<file path="config.mk">
export PLATFORM = sky130hd
export DESIGN_NAME = imem_loader
export DESIGN_NICKNAME = d
export VERILOG_FILES = /design/src/rtl/imem_loader.sv
export SDC_FILE = /design/constraint.sdc
export NUM_CORES = 1
export LEC_CHECK = 0
export CORE_MARGIN = 2
export CORE_UTILIZATION = 40
export CTS_BUF_LIST = sky130_fd_sc_hd__clkbuf_8
export DETAILED_ROUTE_END_ITERATION = 10
export HOLD_SLACK_MARGIN = 0.12
export SYNTH_ARGS = -nofsm -noshare
export SYNTH_HDL_FRONTEND = slang
export SYNTH_SLANG_ARGS = --single-unit
</file>
<file path="constraint.sdc">
create_clock -name clk -period 1.5 [get_ports clk]
set_input_delay 0.3 -clock clk [delete_from_list [all_inputs] [get_ports clk]]
set_output_delay 0.3 -clock clk [all_outputs]
set_load 0.02 [all_outputs]
</file>
<file path="src/rtl/imem_loader.sv">
// rtl/imem_loader.sv - boot-time byte-stream loader for the core's instruction memory
//
// Accepts a little-endian byte stream (16-bit word count N, then 4*N payload
// bytes), assembles 32-bit words and writes them to instruction memory from
// word address 0. The core is held in reset until the image is complete.
//
// Optional feature macro: LOADER_CHECKSUM_EN. When defined, one trailing
// checksum byte (XOR of all payload bytes) is required before release.
//
// Ports:
//   clk         rising-edge clock
//   rst         synchronous active-high reset
//   rx_valid    input byte present
//   rx_data     input byte
//   rx_ready    loader can accept a byte (combinational from state)
//   imem_we     instruction-memory write strobe, one cycle per word
//   imem_addr   word address being written
//   imem_wdata  word being written
//   core_rst    core reset; high while loading or in error
//   done        image loaded, core running
//   error       load failed; sticky until rst
module imem_loader #(
  parameter int ADDR_W = 10
) (
  input  logic              clk,
  input  logic              rst,
  input  logic              rx_valid,
  input  logic [7:0]        rx_data,
  output logic              rx_ready,
  output logic              imem_we,
  output logic [ADDR_W-1:0] imem_addr,
  output logic [31:0]       imem_wdata,
  output logic              core_rst,
  output logic              done,
  output logic              error
);

`ifdef LOADER_CHECKSUM_EN
  typedef enum logic [2:0] {S_LEN0, S_LEN1, S_DATA, S_CSUM, S_RUN, S_ERR} state_t;
`else
  typedef enum logic [2:0] {S_LEN0, S_LEN1, S_DATA, S_RUN, S_ERR} state_t;
`endif

  // Memory capacity in words; a count equal to this is legal and fills memory.
  localparam logic [16:0] CAP = 17'd1 << ADDR_W;

  state_t            state;
  state_t            state_nxt;
  logic [7:0]        len_lo;
  logic [15:0]       n_words;
  logic [1:0]        byte_cnt;
  logic [ADDR_W-1:0] word_idx;
  logic [23:0]       word_buf;
`ifdef LOADER_CHECKSUM_EN
  logic [7:0]        csum;
`endif

  logic        accept;
  logic [15:0] count;
  logic        last_word;

  assign accept = rx_valid & rx_ready;
  assign count  = {rx_data, len_lo};
  // Compare index+1 against N so that N == CAP needs no extra index bit.
  assign last_word = (17'(word_idx) + 17'd1) == {1'b0, n_words};

  always_ff @(posedge clk) begin
    if (rst) begin
      state <= S_LEN0;
    end else begin
      state <= state_nxt;
    end
  end

  always_comb begin
    state_nxt = state;
    rx_ready  = 1'b0;
    case (state)
      S_LEN0: begin
        rx_ready = 1'b1;
        if (accept) state_nxt = S_LEN1;
      end
      S_LEN1: begin
        rx_ready = 1'b1;
        if (accept) begin
          if (count == 16'd0) begin
`ifdef LOADER_CHECKSUM_EN
            state_nxt = S_CSUM;
`else
            state_nxt = S_RUN;
`endif
          end else if ({1'b0, count} > CAP) begin
            state_nxt = S_ERR;
          end else begin
            state_nxt = S_DATA;
          end
        end
      end
      S_DATA: begin
        rx_ready = 1'b1;
        if (accept && byte_cnt == 2'd3 && last_word) begin
`ifdef LOADER_CHECKSUM_EN
          state_nxt = S_CSUM;
`else
          state_nxt = S_RUN;
`endif
        end
      end
`ifdef LOADER_CHECKSUM_EN
      S_CSUM: begin
        rx_ready = 1'b1;
        if (accept) state_nxt = (rx_data == csum) ? S_RUN : S_ERR;
      end
`endif
      S_RUN: state_nxt = S_RUN;
      S_ERR: state_nxt = S_ERR;
      default: state_nxt = S_LEN0;
    endcase
  end

  always_ff @(posedge clk) begin
    if (rst) begin
      len_lo     <= '0;
      n_words    <= '0;
      byte_cnt   <= '0;
      word_idx   <= '0;
      word_buf   <= '0;
      imem_we    <= 1'b0;
      imem_addr  <= '0;
      imem_wdata <= '0;
      core_rst   <= 1'b1;
      done       <= 1'b0;
      error      <= 1'b0;
`ifdef LOADER_CHECKSUM_EN
      csum       <= '0;
`endif
    end else begin
      imem_we  <= 1'b0;
      // Registered from the current state so release lands on the same edge
      // that memory samples the final write.
      core_rst <= (state != S_RUN);
      done     <= (state == S_RUN);
      error    <= error | (state_nxt == S_ERR);

      if (state == S_LEN0 && accept) len_lo  <= rx_data;
      if (state == S_LEN1 && accept) n_words <= count;

      if (state == S_DATA && accept) begin
        byte_cnt <= byte_cnt + 2'd1;
`ifdef LOADER_CHECKSUM_EN
        csum <= csum ^ rx_data;
`endif
        if (byte_cnt == 2'd3) begin
          imem_we    <= 1'b1;
          imem_addr  <= word_idx;
          imem_wdata <= {rx_data, word_buf};
          word_idx   <= word_idx + 1'b1;
        end else begin
          // Shift right so b0 ends up in the low byte after three bytes.
          word_buf <= {rx_data, word_buf[23:8]};
        end
      end
    end
  end

endmodule

</file>
### Word-level counts from Yosys, hierarchy flattened

Index checks and enable logic that the tools add are counted.
W data, S select, Z words.

* bits in registers: 109
* output and inout bits: 47

* magnitude comparators: 1
* bitwise logic cells: 4
* add/sub/neg operators: 3
* mux-type cells: 8
* equal/unequal tests: 8
* reduce and logical (&&, ||, !) cells: 11

Operators with widths (number)
* $eq A11 B16 Y1: 1
* $gt A16 B11 Y1 const B: 1
* $logic_not A16 Y1: 1
* $mux W3: 5
* $pmux W3 S5: 1
* $add A10 B1 Y11 const B: 1
* $add A10 B1 Y10 const B: 1
* $eq A3 B2 Y1 const B: 2
* $eq A3 B3 Y1 const B: 2
* $logic_and A1 B1 Y1: 5
* $reduce_and A2 Y1: 2
* $eq A3 B1 Y1 const B: 1
* $logic_not A3 Y1: 1
* $ne A3 B2 Y1 const B: 1
* $reduce_or A3 Y1: 1
* $add A2 B1 Y2 const B: 1
* $eq A2 B2 Y1 const B: 1
* $mux W1: 2
* $not A1 Y1: 2
* $reduce_or A2 Y1: 1
* $and A1 B1 Y1: 1
* $or A1 B1 Y1: 1

### Longest topological paths before layout

* depth after elaboration: 10
* mapped depth: 7
* gate-level depth less buffers: 7

### Worst setup path after synthesis

Ideal clock, no wire load.

* path kind: register -> register
* from: register word_idx[0]
* to: register state[0]
* path buffers: 0
* setup time: 0.131 ns
* arrival time: 1.431 ns
* data required time: 1.369 ns
* path slack: -0.062 ns
* cell stages (with the launch flop): 8
* cells stage by stage: dfxtp_1 ha_1 and4_1 and2_1 mux2i_1 mux2i_1 nand4_1 o21ai_1

* longest elaborated chain between the ends: 5

Ends and longest elaborated chain
* from (decl): RTL line 52 `logic [ADDR_W-1:0] word_idx;`
* from (signal assigned): RTL line 157 `word_idx <= word_idx + 1'b1;`
* $add A10 B1 Y11: RTL line 65 `assign last_word = (17'(word_idx) + 17'd1) == {1'b0, n_words};`
* $eq A11 B16 Y1: RTL line 65
* $logic_and A1 B1 Y1: RTL line 101 `if (accept && byte_cnt == 2'd3 && last_word) begin`
* $mux W3: RTL line 101
* $pmux W3 S5: RTL line 78 `case (state)`
* to (signal assigned): RTL line 71 `state <= state_nxt;`
* to (decl): RTL line 47 `state_t state;`

No other way between the ends.
A chain may end at the register's enable or synchronous reset.

### Worst setup path in the final report

* from: register state[0]
* to: register word_buf[12]

* longest elaborated chain between the ends: 6

Ends and longest elaborated chain
* $eq A3 B1 Y1 (tied with other cells): RTL line 78
* $reduce_or A3 Y1 (no line)
* $mux W1: RTL line 78
* $and A1 B1 Y1: RTL line 62 `assign accept = rx_valid & rx_ready;`
* $logic_and A1 B1 Y1 (*): RTL line 148 `if (state == S_DATA && accept) begin`
* $reduce_and A2 Y1 (no line) (*)
* to (signal assigned): RTL line 160 `word_buf <= {rx_data, word_buf[23:8]};`
* to (decl): RTL line 53 `logic [23:0] word_buf;`

Mark *: on every way between the ends. The rest lies on a longest branch, timed or not.

==> summary.md <==
| Metric | Value |
|---|---|
| Status | `finished, violations left` |
| Failing checks | `negative setup slack` |
| Initial antenna violation count | `0` |
| Hold Buf Count CTS | `0` |
| Worst Skew | `roughly 13 ps` |
| Area growth, synth to finish | `43.07%` |
| CTS Sinks | `between 100 and 150` |
| Worst skew pair latency | `~370 ps` |
| Initial Util | `0.4150` |
| Post-synthesis xor/xnor area fraction | `0.04457` |
| Worst slew pin tran | `between 500 and 600 ps` |
| Crit. End Element | `register` |
| Critical path data arrival time | `1990 ps` |
| Crit Path Class | `reg -> reg` |
| ANT nets after route | `0` |
| Flops & latches, synth | `about 110` |
| Full die area | `between 10000 and 15000 µm²` |
| Commonest non-fill, non-tap cell in the layout | `nand2_1` |
| Core Util, Final | `0.5938` |
| Clock slew at reported path FFs | `~110 ps` |
| Rel. slew slack | `0.6394` |
| Sequential share of the synthesized area | `0.5048` |
| Hold_ws | `288.4 ps` |
| Simple-gate share of the synthesized area | `0.2454` |
| Clock Path Buffers | `2` |
| Final Wtd Congestion | `about 0.87` |
| PD cells | `around 820 nW/µm²` |
| Mapped Nets | `approximately 550` |
| Gr usage total | `0.1938` |
| Number of global-route vias before repair | `3718` |
| Largest family of logic cells by synthesized area | `simple AND/OR/NAND/NOR gates` |
| Die height | `108.0 µm` |
| Synth Area in Adders | `0.005789` |
| Synth top area share | `0.5048` |
| Commonest cells after routing, fill and taps aside | `161 x nand2_1, 104 x dfxtp_1, 85 x a21oi_1` |
| Setup violators final | `between 70 and 80` |
| Placed insts | `743` |
| Drt wl/cell | `~15 µm` |
| IO Pins | `58` |
| Vias | `3948` |
| TritonRoute pass-1 iters | `4` |
| Mean area per synthesized cell | `approximately 8.0 µm²` |
| GR Overflow Total | `0` |
| CP startpoint kind | `register` |
| LEAKAGE | `between 2 and 2.5 nW` |
| Synth Area in Compound Gates | `0.1334` |
| Max frequency | `586.8 MHz` |
| Layout Nets | `approximately 650` |
| Post-synth top area cell | `dfxtp_1` |
| Fin crit share | `1.136` |
| Final WS setup | `-204.3 ps` |
| Max-slew violations | `0` |
| Maximum capacitance violations | `0` |
| Drt initial violations | `210` |
| Root buf cell | `clkbuf_8` |
| Core area | `roughly 10000 µm²` |
| Mux cell area share after synthesis | `0.009262` |
| Number of vias per cell | `between 5 and 6` |
| CTS buffer count | `9` |
| Row Count | `37` |
| Hold Violations, Final | `0` |
| Non-filler cells, final | `781` |
| TritonCTS clock tree | `built` |
| Critical path required time | `between 1500 and 2000 ps` |
| Port bufs | `57` |
| RSZ-0062 raised after global routing | `true` |
| Post-route setup TNS | `-7529 ps` |
| Peak supply drop | `0.0004160 V` |
| Dpl hpwl | `around 7000 µm` |
| # diodes | `0` |
| Cells after synthesis | `539` |
| Crit path time final | `1704 ps` |
| Peak fanout along the critical path | `6` |
| Synth unique cells | `between 40 and 50` |
| H-Tree Depth | `3` |
| First-pass GRT wire length | `between 15000 and 20000 µm` |
| Pin count of the biggest net entering global routing | `106` |
| Layout cells sized above 1 | `0.2527` |
| Synthesized cell area | `about 4300 µm²` |
| Final WL | `11630 µm` |
| Ranking of synthesized cells by area | `dfxtp_1 50%, nand2_1 17%, a21oi_1 11%, xnor2_1 3.2%, buf_4 2.4%` |
| Yosys Warn Count | `0` |
| Die span in x | `~110 µm` |
| HP Class | `in -> reg` |
| DRC | `0` |
layout make-up:
class,count,area (µm²)
fill,947,4232
multi-input combinational,387,2243
sequential,109,2188
timing repair buffer,129,1376
tap,136,170.2
clock buffer,10,137.6
clock inverter,6,53.80
inverter,4,15.01
flip-flops by register name, summed over array words and instances (netlist names), 2 cells and up:
signal,flops
len_lo,8
n_words,16
imem_addr,10
word_idx,10
byte_cnt,2
state,3
imem_wdata,32
word_buf,24
final timing paths:
| path | from | to | slack, ps | cells after the start |
|---|---|---|---|---|
| hold reg to reg | imem_addr[8]$_SDFFE_PP0P_ | imem_addr[8]$_SDFFE_PP0P_ | 450 | 2 |
| setup / recovery | state[0]$_SDFF_PP0_ | word_buf[12]$_SDFFE_PP0P_ | -200 | 8 |
| setup reg to reg | state[0]$_SDFF_PP0_ | word_buf[12]$_SDFFE_PP0P_ | -200 | 8 |
| hold / removal | rst | error$_SDFF_PP0_ | 290 | 3 |
power breakdown:
group / internal [W] / switching, W / leakage (nW)
Sequential: 0.00293 / 0.0000319 / 0.882
Clock: 0.000681 / 0.00106 / 0.0954
Combinational: 0.000152 / 0.000192 / 1.50
Total: 0.00376 / 0.00128 / 2.48
cells in the mapped netlist:
| library cell | n |
|---|---|
| o21ai_1 | 1 |
| nor2_2 | 1 |
| nor4_2 | 1 |
| buf_4 | 14 |
| o21ai_0 | 3 |
| xnor2_1 | 16 |
| nand3_1 | 6 |
| a211o_1 | 1 |
| or2_1 | 1 |
| nand3b_1 | 2 |
| nand4_1 | 1 |
| and4bb_1 | 1 |
| buf_6 | 3 |
| nand2b_1 | 5 |
| mux2i_1 | 4 |
| or3_1 | 1 |
| or2_2 | 1 |
| nand2_1 | 192 |
| a21oi_2 | 1 |
| a21oi_1 | 94 |
| a31oi_1 | 3 |
| a21o_1 | 2 |
| nor3b_2 | 1 |
| buf_2 | 7 |
| nor2b_1 | 2 |
| clkbuf_1 | 15 |
| o311ai_0 | 1 |
| and4_1 | 2 |
| and2_1 | 2 |
| inv_1 | 4 |
| nor3_2 | 1 |
| nor4_1 | 3 |
| nand4bb_1 | 1 |
| o31a_1 | 1 |
| dfxtp_1 | 109 |
| and3_1 | 2 |
| nor3_1 | 5 |
| nor2_1 | 18 |
| o2111ai_1 | 2 |
| ha_1 | 2 |
| xor2_1 | 6 |
| or4_1 | 1 |
worst max-delay path, cell delays in order, from the launching register on:
cell	delay, ps
dfxtp_2	350
buf_6	110
and4bb_4	330
buf_6	110
nor2b_4	230
buf_12	140
buf_16	110
nand2_1	70
a21oi_1	170
per-stage QoR:
stage               instance area (µm²)  setup WS [ps]  power (W)
floorplan                          4327          17.45   0.003170
global placement                   5258         -448.0   0.003311
detailed placement                 5258         -499.8   0.003316
CTS                                5786         -173.4   0.005040
global route                       6185         -228.7   0.005240
finish                             6185         -204.3   0.005047
cell families (layout without fill, tap and decap cells):
kind of cell / count (synthesis) / in the layout
compound gates: 109 / 109
xor+xnor: 22 / 22
fa+ha+maj: 2 / 2
simple gates: 250 / 250
mux: 4 / 4
buf+inv: 43 / 149
flops: 109 / 109
timing repair:
item | CTS | global route
gates cloned | 5 | 5
gates resized for setup | 100 | 79
pin swaps | 12 | 40
endpoints found under the setup margin | 125 | 87
setup buffers | 8 | 7
layer usage:
metal	vias to the layer above	wire length (µm)	GRT usage
li1	1967	-	-
met1	1867	5279	0.2665
met2	109	5606	0.3100
met3	5	678	0.03376
met4	0	67	0.06319
met5	-	0	0
No activity file was read; power rests on OpenSTA's default activity.
